<file path="src/rtl/noc_pkg.sv">
// Shared mesh flit constants and receive-FSM state encoding.
// Pure definitions: no latency, no flow control.
package noc_pkg;

   localparam int FLIT_W         = 9;
   localparam int FLIT_VALID_BIT = 8;
   localparam logic [FLIT_W-1:0] NO_DATA = 9'b0;

   typedef enum logic [1:0] {
      IDLE  = 2'd0,
      RECV  = 2'd1,
      CHECK = 2'd2,
      DONE  = 2'd3
   } rx_state_e;

endpackage

</file>
<file path="src/rtl/rx_fifo.sv">
// Synchronous payload FIFO; push visible on dout/count the cycle after, pop advances head next cycle.
// No backpressure: push into a full FIFO is dropped unless a pop happens in the same cycle.
module rx_fifo #(
   parameter int DATA_W     = 8,
   parameter int FIFO_DEPTH = 16
) (
   input  logic                          clock,
   input  logic                          reset,
   input  logic                          push,
   input  logic                          pop,
   input  logic [DATA_W-1:0]             din,
   output logic [DATA_W-1:0]             dout,
   output logic                          full,
   output logic                          empty,
   output logic [$clog2(FIFO_DEPTH):0]   count
);

   localparam int AW = $clog2(FIFO_DEPTH);
   localparam logic [AW:0] DEPTH_C = FIFO_DEPTH[AW:0];

   logic [DATA_W-1:0] mem_q [FIFO_DEPTH];
   logic [AW-1:0]     wr_ptr_q;
   logic [AW-1:0]     rd_ptr_q;
   logic [AW:0]       count_q;
   logic              do_push;
   logic              do_pop;

   assign empty   = (count_q == '0);
   assign full    = (count_q == DEPTH_C);
   assign count   = count_q;
   assign do_pop  = pop && !empty;
   // A full FIFO still accepts a write when the head leaves in the same cycle.
   assign do_push = push && (!full || do_pop);
   assign dout    = empty ? '0 : mem_q[rd_ptr_q];

   always_ff @(posedge clock) begin
      if (reset) begin
         wr_ptr_q <= '0;
         rd_ptr_q <= '0;
         count_q  <= '0;
      end else begin
         if (do_push) wr_ptr_q <= wr_ptr_q + AW'(1);
         if (do_pop)  rd_ptr_q <= rd_ptr_q + AW'(1);
         case ({do_push, do_pop})
            2'b10:   count_q <= count_q + (AW+1)'(1);
            2'b01:   count_q <= count_q - (AW+1)'(1);
            default: count_q <= count_q;
         endcase
      end
   end

   always_ff @(posedge clock) begin
      if (do_push) mem_q[wr_ptr_q] <= din;
   end

endmodule

</file>
<file path="src/rtl/pu_receive_unit.sv">
// Mesh burst receiver: header, payload into FIFO, rx_done one cycle after last flit; no backpressure.
// RX_CHECKSUM_EN adds a trailing XOR checksum flit checked in the CHECK state.
module pu_receive_unit
   import noc_pkg::*;
#(
   parameter int DATA_W         = 8,
   parameter int FIFO_DEPTH     = 16,
   parameter int TIMEOUT_CYCLES = 64
) (
   input  logic                        clock,
   input  logic                        reset,
   input  logic [DATA_W:0]             data_from_router,
   input  logic                        rd_en,
   output logic [DATA_W-1:0]           rd_data,
   output logic                        rd_valid,
   output logic                        rx_busy,
   output logic                        rx_done,
   output logic [DATA_W-1:0]           rx_len,
   output logic                        rx_error,
   output logic                        overflow,
   output logic [$clog2(FIFO_DEPTH):0] fifo_count
);

   localparam int TW = $clog2(TIMEOUT_CYCLES + 1);
   localparam logic [TW-1:0] IDLE_LAST = TW'(TIMEOUT_CYCLES - 1);

   rx_state_e         state_q, state_d;
   logic [DATA_W-1:0] len_q, len_d;
   logic [DATA_W-1:0] remaining_q, remaining_d;
   logic [DATA_W-1:0] rx_len_q, rx_len_d;
   logic [TW-1:0]     idle_q, idle_d;
   logic              rx_error_q, rx_error_d;
   logic              overflow_q;
`ifdef RX_CHECKSUM_EN
   logic [DATA_W-1:0] csum_q, csum_d;
`endif

   logic              flit_vld;
   logic [DATA_W-1:0] flit_dat;
   logic              push;
   logic              fifo_full;
   logic              fifo_empty;
   logic              timeout;

   assign flit_vld = data_from_router[DATA_W];
   assign flit_dat = data_from_router[DATA_W-1:0];
   assign push     = (state_q == RECV) && flit_vld;
   assign timeout  = !flit_vld && (idle_q == IDLE_LAST);

   always_comb begin
      state_d     = state_q;
      len_d       = len_q;
      remaining_d = remaining_q;
      rx_len_d    = rx_len_q;
      idle_d      = idle_q;
      rx_error_d  = 1'b0;
`ifdef RX_CHECKSUM_EN
      csum_d      = csum_q;
`endif
      case (state_q)
         IDLE: begin
            idle_d = '0;
            if (flit_vld) begin
               len_d       = flit_dat;
               remaining_d = flit_dat;
`ifdef RX_CHECKSUM_EN
               csum_d      = '0;
`endif
               if (flit_dat == '0) begin
`ifdef RX_CHECKSUM_EN
                  state_d  = CHECK;
`else
                  state_d  = DONE;
                  rx_len_d = flit_dat;
`endif
               end else begin
                  state_d = RECV;
               end
            end
         end
         RECV: begin
            if (flit_vld) begin
               idle_d      = '0;
               remaining_d = remaining_q - DATA_W'(1);
`ifdef RX_CHECKSUM_EN
               csum_d      = csum_q ^ flit_dat;
`endif
               if (remaining_q == DATA_W'(1)) begin
`ifdef RX_CHECKSUM_EN
                  state_d  = CHECK;
`else
                  state_d  = DONE;
                  rx_len_d = len_q;
`endif
               end
            end else if (timeout) begin
               rx_error_d = 1'b1;
               state_d    = IDLE;
            end else begin
               idle_d = idle_q + TW'(1);
            end
         end
`ifdef RX_CHECKSUM_EN
         CHECK: begin
            if (flit_vld) begin
               state_d    = DONE;
               rx_len_d   = len_q;
               rx_error_d = (flit_dat != csum_q);
            end else if (timeout) begin
               rx_error_d = 1'b1;
               state_d    = IDLE;
            end else begin
               idle_d = idle_q + TW'(1);
            end
         end
`endif
         DONE:    state_d = IDLE;
         default: state_d = IDLE;
      endcase
   end

   always_ff @(posedge clock) begin
      if (reset) begin
         state_q     <= IDLE;
         len_q       <= '0;
         remaining_q <= '0;
         rx_len_q    <= '0;
         idle_q      <= '0;
         rx_error_q  <= 1'b0;
         overflow_q  <= 1'b0;
`ifdef RX_CHECKSUM_EN
         csum_q      <= '0;
`endif
      end else begin
         state_q     <= state_d;
         len_q       <= len_d;
         remaining_q <= remaining_d;
         rx_len_q    <= rx_len_d;
         idle_q      <= idle_d;
         rx_error_q  <= rx_error_d;
         // Dropped flit still counts toward remaining so framing survives.
         if (push && fifo_full && !rd_en) overflow_q <= 1'b1;
`ifdef RX_CHECKSUM_EN
         csum_q      <= csum_d;
`endif
      end
   end

   rx_fifo #(
      .DATA_W     (DATA_W),
      .FIFO_DEPTH (FIFO_DEPTH)
   ) u_rx_fifo (
      .clock (clock),
      .reset (reset),
      .push  (push),
      .pop   (rd_en),
      .din   (flit_dat),
      .dout  (rd_data),
      .full  (fifo_full),
      .empty (fifo_empty),
      .count (fifo_count)
   );

   assign rd_valid = !fifo_empty;
   assign rx_busy  = (state_q != IDLE);
   assign rx_done  = (state_q == DONE);
   assign rx_len   = rx_len_q;
   assign rx_error = rx_error_q;
   assign overflow = overflow_q;

endmodule
</file>
<file path="config.mk">
export PLATFORM = sky130hd
export DESIGN_NAME = pu_receive_unit
export DESIGN_NICKNAME = d
export VERILOG_FILES = /design/src/rtl/noc_pkg.sv /design/src/rtl/rx_fifo.sv /design/src/rtl/pu_receive_unit.sv
export SDC_FILE = /design/constraint.sdc
export NUM_CORES = 1
export LEC_CHECK = 0
export CORE_MARGIN = 1.5
export CORE_UTILIZATION = 47
export CTS_CLUSTER_DIAMETER = 40
export CTS_CLUSTER_SIZE = 28
export DETAILED_ROUTE_END_ITERATION = 12
export GPL_TIMING_DRIVEN = 0
export PLACE_DENSITY = 0.68
export SYNTH_ARGS = -nofsm -noshare
export SYNTH_HDL_FRONTEND = slang
export SYNTH_SLANG_ARGS = --single-unit
</file>
<file path="constraint.sdc">
create_clock -name clock -period 2.4 [get_ports clock]
set_input_delay 0.36 -clock clock [delete_from_list [all_inputs] [get_ports clock]]
set_output_delay 0.36 -clock clock [all_outputs]
set_load 0.1 [all_outputs]
</file>
==> results.ini <==
[setup_path]
crit_top_cell=buf_12
arrival_ns=2.15
crit_buf_inv=3
critPathLaunchType=flop
crit_family=multiplexers
crit_path_cell_trace=buf_8 > buf_12 > mux4_2 > mux2i_4 > o22ai_4 > buf_12
crit_required_ns=2.04
cp_slowest_stage_delay_ns=0.53
reg2reg_from=u_rx_fifo.count[0]$_SDFFE_PP0P_
cp_max_fo=5
crit_path_end_kind=output pin
crit_slowest_cell=mux4_2
path_class=reg2out

[timing]
hold_viol=0
min_period_ns=2.507
max_slew_margin=0.3215
max_clock_freq_ghz=0.3989
fin_ws_ns=-0.1070
report.final.slew_viol_count=0
period_share=1.045
worst_slew_pin_slew_ns=1.015
setup_viol=8
rsz0062_at_grt=yes
whs_ns=0.4829
finalClockSkew_ns=0.007478

[routing]
wl_per_cell_um=20.01
viasPerCell=5.675
postRouteAntennaNets=0
routed_wl_um=15930
drt_pass1_iterations=5
drc_errors=0
drtIter0Drc=285
vias=4517

[die]
initial_core_util=0.4855
dieArea_um2=16580
die_x_um=128.8
ios=38
die_y_um=128.8
coreArea_um2=15310
rows=45

[yosys]
synth_top_area_cell=edfxtp_1
syn_area_per_cell_um2=14.47
netlist_area_um2=7436
ys_seq_area_frac=0.6569
yosysWarnings=0
yosysTopAreaCellShare=0.5169
ys_ff_latch=180
synthTopCellsByArea=edfxtp_1 52%, dfxtp_1 14%, mux4_2 9.7%
synthCells=514
ys_async_sr_fraction=0
syn_nets=535
ys.flop_type=edfxtp_1
synth_edf_count=128
yosysUniqueCellTypes=47

[cts]
cts.clk_slew.worst_paths_ns=0.06
clockBufferDepth=2
root_buffer=clkbuf_16
h-tree-depth=4
cts_tree=yes
clk_latency_ns=0.43
cts_buffers=17
hold_buffers=0
cts_sinks=180

[pwr]
leakagePower_nw=2.992
intPower_mw=6.497
p_switching_mw=3.679
seq_power_share=0.350
power_mw=10.18
ir_drop_mv=0.9045
p_per_area_nw_per_um2=1102
swShare=0.3616
p_clk_frac=0.255
pwr-share-comb=0.394

[placed_design]
routabilityCongestion=0.8831
port-buffer-count=37
dpl_cell_area_um2=8215
hpwl_um=10200

[global_routing]
grt_pass1_vias=4483
antenna_found_initial=0
grt_usage=0.2040
grt_pass1_wl_um=24690
grt_max_degree=21
grt_overflow=0

[cells_and_area]
layout_commonest_cell=edfxtp_1
insertedDiodeCount=0
layout.nets=593
area.growth.synth_to_final_pct=24.15
post-route-util=0.6028
final_layout_size_suffix_gt1_frac=0.2359
final_cell_mix=128 x edfxtp_1, 50 x nor2_1, 45 x dfxtp_1, 32 x mux4_2, 32 x nand2_1
design_area_um2=9231

[run_status]
outcome=finished with violations
violations=negative setup slack

[min_path]
hp-start=len_q[4]$_SDFFE_PP0P_
hp-class=reg2reg

[flow_run]
drv_cap=0

-- worst min-delay path: cells and delay by family (launching register included) --
family	cells	cell delay (ns)
AND/OR/NAND/NOR	1	0.05
flip-flops	1	0.31
AO/OA/AOI/OAI	1	0.07
-- cells in the mapped netlist, types with 2 or more instances --
cell type    n
o21ai_0      9
a21o_1       3
nand3_1     12
xnor2_1      4
o22ai_1     10
clkbuf_1    15
nor3b_1      2
nand4_1      3
dfxtp_1     52
xor2_1       6
nand2b_1     6
edfxtp_1   128
buf_6        2
o32ai_1      2
nor3_1      10
nand3b_1     2
ha_1         9
a311oi_1     8
or3_1        3
inv_1       11
nor2_1      56
buf_2        6
mux4_2      32
nand2_1     33
a21oi_1     21
mux2i_1     29
nor4_1       6
buf_1        4
and2_1      11
nor2b_1      2
-- final timing paths --
check	end	slack, ns	cells past startpoint
worst max-delay path	rd_data[3]	-0.11	6
worst min-delay path	rx_len[4]$_SDFFE_PP0P_	0.48	2
worst max register to register	u_rx_fifo.count[4]$_SDFFE_PP0P_	0.07	9
worst min register to register	rx_len[4]$_SDFFE_PP0P_	0.48	2
-- power groups by stage --
stage / sequential (mW) / clock (mW) / combinational [mW]
detailed placement: 3.60 / 0 / 3.33
floorplan: 3.86 / 0 / 2.37
global placement: 3.60 / 0 / 3.28
global route: 3.58 / 2.77 / 4.20
CTS: 3.56 / 2.65 / 3.92
finish: 3.57 / 2.60 / 4.01
-- registers in the layout, indices dropped and copies added (netlist names), named ones only --
name,flops
len_q,8
remaining_q,8
idle_q,7
state_q,2
rx_error,1
u_rx_fifo.wr_ptr_q,4
u_rx_fifo.count,5
rx_len,8
u_rx_fifo.mem_q,128
overflow,1
u_rx_fifo.rd_ptr_q,4
-- routing by layer --
layer / global-route usage / vias to the layer above / share of wire / routed length (µm)
li1: - / 2086 / - / -
met1: 0.2701 / 2280 / 0.44 / 6976
met2: 0.3334 / 127 / 0.50 / 8001
met3: 0.03701 / 24 / 0.042 / 663
met4: 0.08790 / 0 / 0.018 / 285
met5: 0 / - / 0 / 0
-- kinds of logic (layout without fill, tap and decap cells) --
logic type / after synthesis / count (layout) / synth area share
buffers and inverters: 38 / 109 / 0.02221
and+or+nand+nor: 152 / 152 / 0.09793
AOI/OAI and AO/OA: 64 / 64 / 0.06007
adders and majority gates: 9 / 9 / 0.01514
muxes: 61 / 61 / 0.1360
xor gates and xnor gates: 10 / 10 / 0.01178
DFF: 180 / 180 / 0.6569
-- through the flow --
step           TNS (ns)  setup slack, ns  cells
3_3_place_gp     -24.94           -1.112    762
5_1_grt          -1.197          -0.1724    796
3_5_place_dp     -25.91           -1.119    762
6_report        -0.6004          -0.1070    796
2_1_floorplan         0          0.09417    514
4_1_cts         -0.9832          -0.1370    796
-- cell type report --
cell class	count	area, µm²
clock inverter	12	107.6
buffer	25	181.4
clock buffer	20	446.7
fill	1178	6083
tap	211	264.0
timing repair buffer	41	533.0
multi-input combinational	296	2749
sequential	180	4908
inverter	11	41.29
-- repair_timing --
action,CTS,global route
hold endpoints to repair,0,0
pin swaps,1,5
cloned,2,0
setup buffers,2,0
endpoints found under the setup margin,69,48
gates resized for setup,135,22
(Power assumes the default switching activity.)
